--- config.mk ---
export PLATFORM = sky130hd
export DESIGN_NAME = fetch_ctrl
export DESIGN_NICKNAME = d
export VERILOG_FILES = /design/src/rtl/fetch_ctrl_pkg.sv /design/src/rtl/fetch_ctrl_jump_lut.sv /design/src/rtl/fetch_ctrl.sv
export SDC_FILE = /design/constraint.sdc
export NUM_CORES = 1
export LEC_CHECK = 0
export ABC_AREA = 1
export BUFFER_PORTS_ARGS = -buffer_cell sky130_fd_sc_hd__buf_2
export CAP_MARGIN = 15
export CORE_UTILIZATION = 26
export DETAILED_ROUTE_END_ITERATION = 10
export SLEW_MARGIN = 20
export SYNTH_ARGS = -nofsm -noshare
export SYNTH_HDL_FRONTEND = slang
export SYNTH_SLANG_ARGS = --single-unit
--- constraint.sdc ---
create_clock -name CLK -period 2.1 [get_ports CLK]
set_clock_uncertainty 0.15 [all_clocks]
set_input_delay 0.21 -clock CLK [delete_from_list [all_inputs] [get_ports CLK]]
set_output_delay 0.21 -clock CLK [all_outputs]
set_load 0.02 [all_outputs]
--- src/rtl/fetch_ctrl_pkg.sv ---
// Shared definitions for the fetch stage: FSM state encoding and the
// assembler-facing jump-target table contents.
package fetch_ctrl_pkg;

    typedef enum logic [1:0] {
        IDLE   = 2'd0,
        RUN    = 2'd1,
        HALTED = 2'd2
    } fetch_state_t;

    localparam int LUT_IDX_W_DEF  = 5;
    localparam int JUMP_LUT_DEPTH = 2 ** LUT_IDX_W_DEF;
    localparam int JT_W           = 16;

    // Targets may be wider than the PC; the ROM keeps only the low PC_W bits.
    localparam logic [JT_W-1:0] JT_1 = 16'h0040;
    localparam logic [JT_W-1:0] JT_2 = 16'h0100;
    localparam logic [JT_W-1:0] JT_3 = 16'h00A0;
    localparam logic [JT_W-1:0] JT_4 = 16'h03FF;
    localparam logic [JT_W-1:0] JT_5 = 16'h03FE;
    localparam logic [JT_W-1:0] JT_6 = 16'h0020;
    localparam logic [JT_W-1:0] JT_7 = 16'hF155;
    localparam logic [JT_W-1:0] JT_8 = 16'h0010;

endpackage

--- src/rtl/fetch_ctrl_jump_lut.sv ---
// Combinational jump-target ROM: index -> absolute PC, unlisted entries are 0.
module jump_lut
    import fetch_ctrl_pkg::*;
#(
    parameter int PC_W      = 10,
    parameter int LUT_IDX_W = 5
) (
    input  logic [LUT_IDX_W-1:0] idx,
    output logic [PC_W-1:0]      target
);

    logic [JT_W-1:0] raw;

    always_comb begin
        raw = '0;
        case (int'(idx))
            1:       raw = JT_1;
            2:       raw = JT_2;
            3:       raw = JT_3;
            4:       raw = JT_4;
            5:       raw = JT_5;
            6:       raw = JT_6;
            7:       raw = JT_7;
            8:       raw = JT_8;
            default: raw = '0;
        endcase
    end

    assign target = PC_W'(raw);

endmodule

--- src/rtl/fetch_ctrl.sv ---
// Program counter and fetch sequencer: start/halt FSM, skip-style branching,
// absolute jumps via jump_lut, and a saturating RUN-cycle counter.
module fetch_ctrl
    import fetch_ctrl_pkg::*;
#(
    parameter int PC_W       = 10,
    parameter int LUT_IDX_W  = 5,
    parameter int START_ADDR = 0,
    parameter int CNT_W      = 16
) (
    input  logic                 CLK,
    input  logic                 Reset,
    input  logic                 start,
    input  logic                 halt,
    input  logic                 is_branch,
    input  logic                 branch_en,
    input  logic                 is_jump,
    input  logic [LUT_IDX_W-1:0] jump_idx,
    output logic [PC_W-1:0]      PC,
    output logic                 running,
    output logic                 done,
    output logic [CNT_W-1:0]     cycle_count,
    output logic [1:0]           dbg_state
);

    localparam logic [PC_W-1:0] START_PC = PC_W'(START_ADDR);

    fetch_state_t      state_q, state_d;
    logic [PC_W-1:0]   pc_q, pc_d;
    logic [CNT_W-1:0]  cnt_q, cnt_d;
    logic [PC_W-1:0]   jump_target;

    jump_lut #(
        .PC_W      (PC_W),
        .LUT_IDX_W (LUT_IDX_W)
    ) u_jump_lut (
        .idx    (jump_idx),
        .target (jump_target)
    );

    always_comb begin
        state_d = state_q;
        pc_d    = pc_q;
        cnt_d   = cnt_q;
        case (state_q)
            IDLE: begin
                pc_d = START_PC;
                if (start) begin
                    state_d = RUN;
                    cnt_d   = '0;
                end
            end
            RUN: begin
                // The cycle that samples halt still counts as a RUN cycle.
                if (cnt_q != {CNT_W{1'b1}}) begin
                    cnt_d = cnt_q + CNT_W'(1);
                end
                if (halt) begin
                    state_d = HALTED;
                end else if (is_jump) begin
                    pc_d = jump_target;
                end else if (is_branch && branch_en) begin
                    pc_d = pc_q + PC_W'(2);
                end else begin
                    pc_d = pc_q + PC_W'(1);
                end
            end
            HALTED: begin
                if (start) begin
                    state_d = RUN;
                    pc_d    = START_PC;
                    cnt_d   = '0;
                end
            end
            default: begin
                state_d = IDLE;
                pc_d    = START_PC;
                cnt_d   = '0;
            end
        endcase
    end

    always_ff @(posedge CLK or posedge Reset) begin
        if (Reset) begin
            state_q <= IDLE;
            pc_q    <= START_PC;
            cnt_q   <= '0;
        end else begin
            state_q <= state_d;
            pc_q    <= pc_d;
            cnt_q   <= cnt_d;
        end
    end

    assign PC          = pc_q;
    assign running     = (state_q == RUN);
    assign done        = (state_q == HALTED);
    assign cycle_count = cnt_q;
    assign dbg_state   = state_q;

endmodule

==> reports/qor.log <==
qor: outcome.result_of_the_run finished, final reports clean
qor: final_layout.post_route_cells_drive_above_1_share 24.2%
qor: timing.finalWorstPathRequiredPeriod 1.90 ns
qor: critical_path.cp_data_arrival_time 1.96 ns
qor: clock_network.clock_insertion_delay_worst_skew 0.28 ns
qor: synth.post-synth-top-area-cell sky130_fd_sc_hd__dfrtp_1
qor: synth.syn_nets 314
qor: clock_network.clock_buffer_count_from_cts 3
qor: synth.postSynthRegisterBits 28
qor: critical_path.crit_top_cell sky130_fd_sc_hd__nand2_1
qor: floorplanning.pin_count 42
qor: timing.worst_slew_margin_rel 55.1%
qor: global_route.grt_overflow 0
qor: timing.period_share 90.4%
qor: clock_network.cts_tree done
qor: power.power.density_cell_area 556 nW/um2
qor: synth.synth.avg_cell_area 6.95 um2
qor: synth.synth_area_leaders sky130_fd_sc_hd__dfrtp_1, sky130_fd_sc_hd__nand2_1, sky130_fd_sc_hd__nand3_1
qor: clock_network.cts-htree-levels 1
qor: global_route.grt_start_max_net_pins 29
qor: detailed_routing.firstDrtPassIters 4
qor: timing.finalMaxSlewViolations 0
qor: detailed_routing.detail_route.iter0.violations 82
qor: critical_path.critical_path_s_slowest_cell sky130_fd_sc_hd__nor2_2
qor: global_route.grt_pass1_wl 9310 um
qor: detailed_routing.vias_per_cell 4.62
qor: floorplanning.die_h 90.5 um
qor: detailed_routing.totalWireLength 5430 um
qor: synth.dominantRegCellSynth sky130_fd_sc_hd__dfrtp_1
qor: global_route.globalRouteTotalUtil 14.0%
qor: power.irDropWorstVdd 0.000227 V
qor: floorplanning.start_util 27.5%
qor: floorplanning.placeableCoreArea 7410 um2
qor: synth.mappedNetlistArea 2040 um2
qor: floorplanning.placement_rows 31
qor: synth.synth_top_cells_by_count sky130_fd_sc_hd__nand2_1, sky130_fd_sc_hd__inv_1, sky130_fd_sc_hd__nand3_1, sky130_fd_sc_hd__nor2_1, sky130_fd_sc_hd__dfrtp_1
qor: job.max_cap_viol_count 0
qor: detailed_routing.via_count 2059
qor: clock_network.clkSlewWorstSetupHoldPaths 0.10 ns
qor: power.total_leakage_power 1.22 nW
qor: clock_network.max_clock_buf_depth 2
qor: timing.worst_pin_slew 0.673 ns
qor: timing.timing_hold_violations_final 0
qor: critical_path.cells_traversed_along_the_worst_timing_path ha_1, nand2_1, nor2_4, nand2_2, nor2_1, nor2_2, nand2_1, o21ai_2
qor: clock_network.cts_setup_buffers 0
qor: critical_path.cp.depth 8
qor: synth.count_of_flip_flops_with_a_built_in_enable_after_synthesis 0
qor: final_layout.stdcell_area 2490 um2
qor: critical_path.rr_worst_depth 8
qor: critical_path.timing.critical_path.from_type flop
qor: timing.rsz0062_at_grt no
qor: place.hpwl 4200 um
qor: place.io_buffers 41
qor: synth.synth_sequential_area_ratio 34.4%
qor: detailed_routing.ant_nets 0
qor: critical_path.timing.critical_path.to_type flop
qor: synth.netlist_instances 293
qor: detailed_routing.final_routed_drc_violation_total 0
qor: timing.achievable-frequency 527 MHz
qor: synth.yosys.area.top_type_share 34.4%
qor: clock_network.cts.sink_count 28
qor: detailed_routing.routedWlPerCell 12.2 um
qor: critical_path.worst_ep_required_time 2.17 ns
qor: timing.finalSetupViolCount 0
qor: synth.synth-warning-count 0
qor: critical_path.timing.critical_path.fanout_max 12
qor: min_path.hold-path-cell-count 3
qor: critical_path.critical_path_buf_inv_count 0
qor: place.post_dp_cell_area 2440 um2
qor: final_layout.layout.core_utilization 33.6%
qor: floorplanning.design.die.area 8190 um2
qor: global_route.number_of_global_route_vias_before_repair 1990
qor: clock_network.cts_root_buffer sky130_fd_sc_hd__clkbuf_8
qor: synth.postSynth.asyncResetShare 100%
qor: min_path.hold_path.class in -> reg
qor: synth.synth.lib_cells_used.distinct 30
qor: final_layout.synth_to_layout_area_growth 22.2%
qor: critical_path.worst_path_dominant_cell_family simple AND/OR/NAND/NOR gates
qor: global_route.grt_antenna_before_repair 0
qor: floorplanning.die_width 90.5 um
qor: critical_path.critical_path_class reg -> reg
qor: critical_path.critical_path.max_stage_delay 0.51 ns
qor: final_layout.design.final.nets 370
qor: final_layout.insertedDiodeCount 0
qor: place.final_weighted_congestion_in_routability_driven_placement 0.835
qor: synth.synthMostInstantiatedCell sky130_fd_sc_hd__nand2_1
-- per-stage QoR --
step	setup WS, ns	cells	hold WS [ns]	TNS, ns	power, mW
after floorplan	0.328	293	0.125	0	0.931
after global placement	-0.0551	442	0.161	-0.157	1.08
after detailed placement	-0.111	442	0.169	-0.334	1.09
after CTS	0.179	446	0.0561	0	1.41
after global routing	0.0269	446	0.100	0	1.47
final	0.202	446	0.0597	0	1.38
-- worst paths after layout --
kind	startpoint	to	slack, ns
max in group asynchronous	Reset	dbg_state[0]	1.14
worst max-delay path	cycle_count[0]	cycle_count[5]	0.20
min in group asynchronous	Reset	cycle_count[15]	0.39
worst min-delay path	start	dbg_state[0]	0.06
worst min register to register	PC[9]	PC[9]	0.40
worst max register to register	cycle_count[0]	cycle_count[5]	0.20
-- repair_timing --
action,4_1_cts,5_1_grt
endpoints found under the setup margin,9,0
hold buffers,1,0
gates resized for setup,1,0
hold endpoints to repair,28,0
-- placed cells by master, fill, tap and decap left out, types with 4 or more instances in the layout --
| cell | count |
|---|---|
| sky130_fd_sc_hd__buf_4 | 14 |
| sky130_fd_sc_hd__buf_2 | 41 |
| sky130_fd_sc_hd__nand2_1 | 82 |
| sky130_fd_sc_hd__nor2_2 | 4 |
| sky130_fd_sc_hd__o21ai_2 | 10 |
| sky130_fd_sc_hd__nand4_1 | 6 |
| sky130_fd_sc_hd__o21ai_0 | 18 |
| sky130_fd_sc_hd__nand3_1 | 30 |
| sky130_fd_sc_hd__inv_1 | 33 |
| sky130_fd_sc_hd__a21oi_1 | 6 |
| sky130_fd_sc_hd__dfrtp_1 | 28 |
| sky130_fd_sc_hd__nor2_1 | 28 |
| sky130_fd_sc_hd__ha_1 | 9 |
| sky130_fd_sc_hd__o21ai_1 | 7 |
| sky130_fd_sc_hd__inv_2 | 5 |
-- registers in the layout (all words and copies together) (netlist names) --
register / cells
cycle_count: 16
PC: 10
dbg_state: 2
-- report_power, final --
group / total [mW] / internal (mW) / switching, mW
Clock: 0.309 / 0.129 / 0.180
Combinational: 0.446 / 0.148 / 0.298
Sequential: 0.630 / 0.582 / 0.0478
-- routing by layer --
| metal | routed length (um) | track usage [%] |
|---|---|---|
| met1 | 2530 | 17.3 |
| met2 | 2670 | 25.3 |
| met3 | 173 | 1.94 |
| met4 | 53 | 3.76 |
| met5 | 0 | 0 |
-- area by class of cell --
| cell class | instances | area [um2] |
|---|---|---|
| fillers | 825 | 4920 |
| inverters | 38 | 143 |
| well taps | 99 | 124 |
| multi-input cells | 222 | 1160 |
| repair buffers | 56 | 320 |
| flip-flops and latches | 28 | 701 |
| clock buffers | 3 | 41.3 |
-- cell families (layout without fill, tap and decap cells) --
| logic type | count (synthesis) | count (layout) | share of synthesized area (%) |
|---|---|---|---|
| xor gates and xnor gates | 4 | 4 | 1.72 |
| DFF | 28 | 28 | 34.4 |
| AOI/OAI and AO/OA | 47 | 47 | 14.6 |
| buffers and inverters | 43 | 97 | 8.72 |
| and+or+nand+nor | 162 | 162 | 35.0 |
| adders and majority gates | 9 | 9 | 5.53 |
-- worst register-to-register path: cells and delay by family (launching register included) --
family / cells / cell delay (ns)
AOI/OAI and AO/OA: 1 / 0.08
DFF: 1 / 0.40
adders and majority gates: 1 / 0.24
and+or+nand+nor: 6 / 0.95
(Power assumes the default switching activity.)
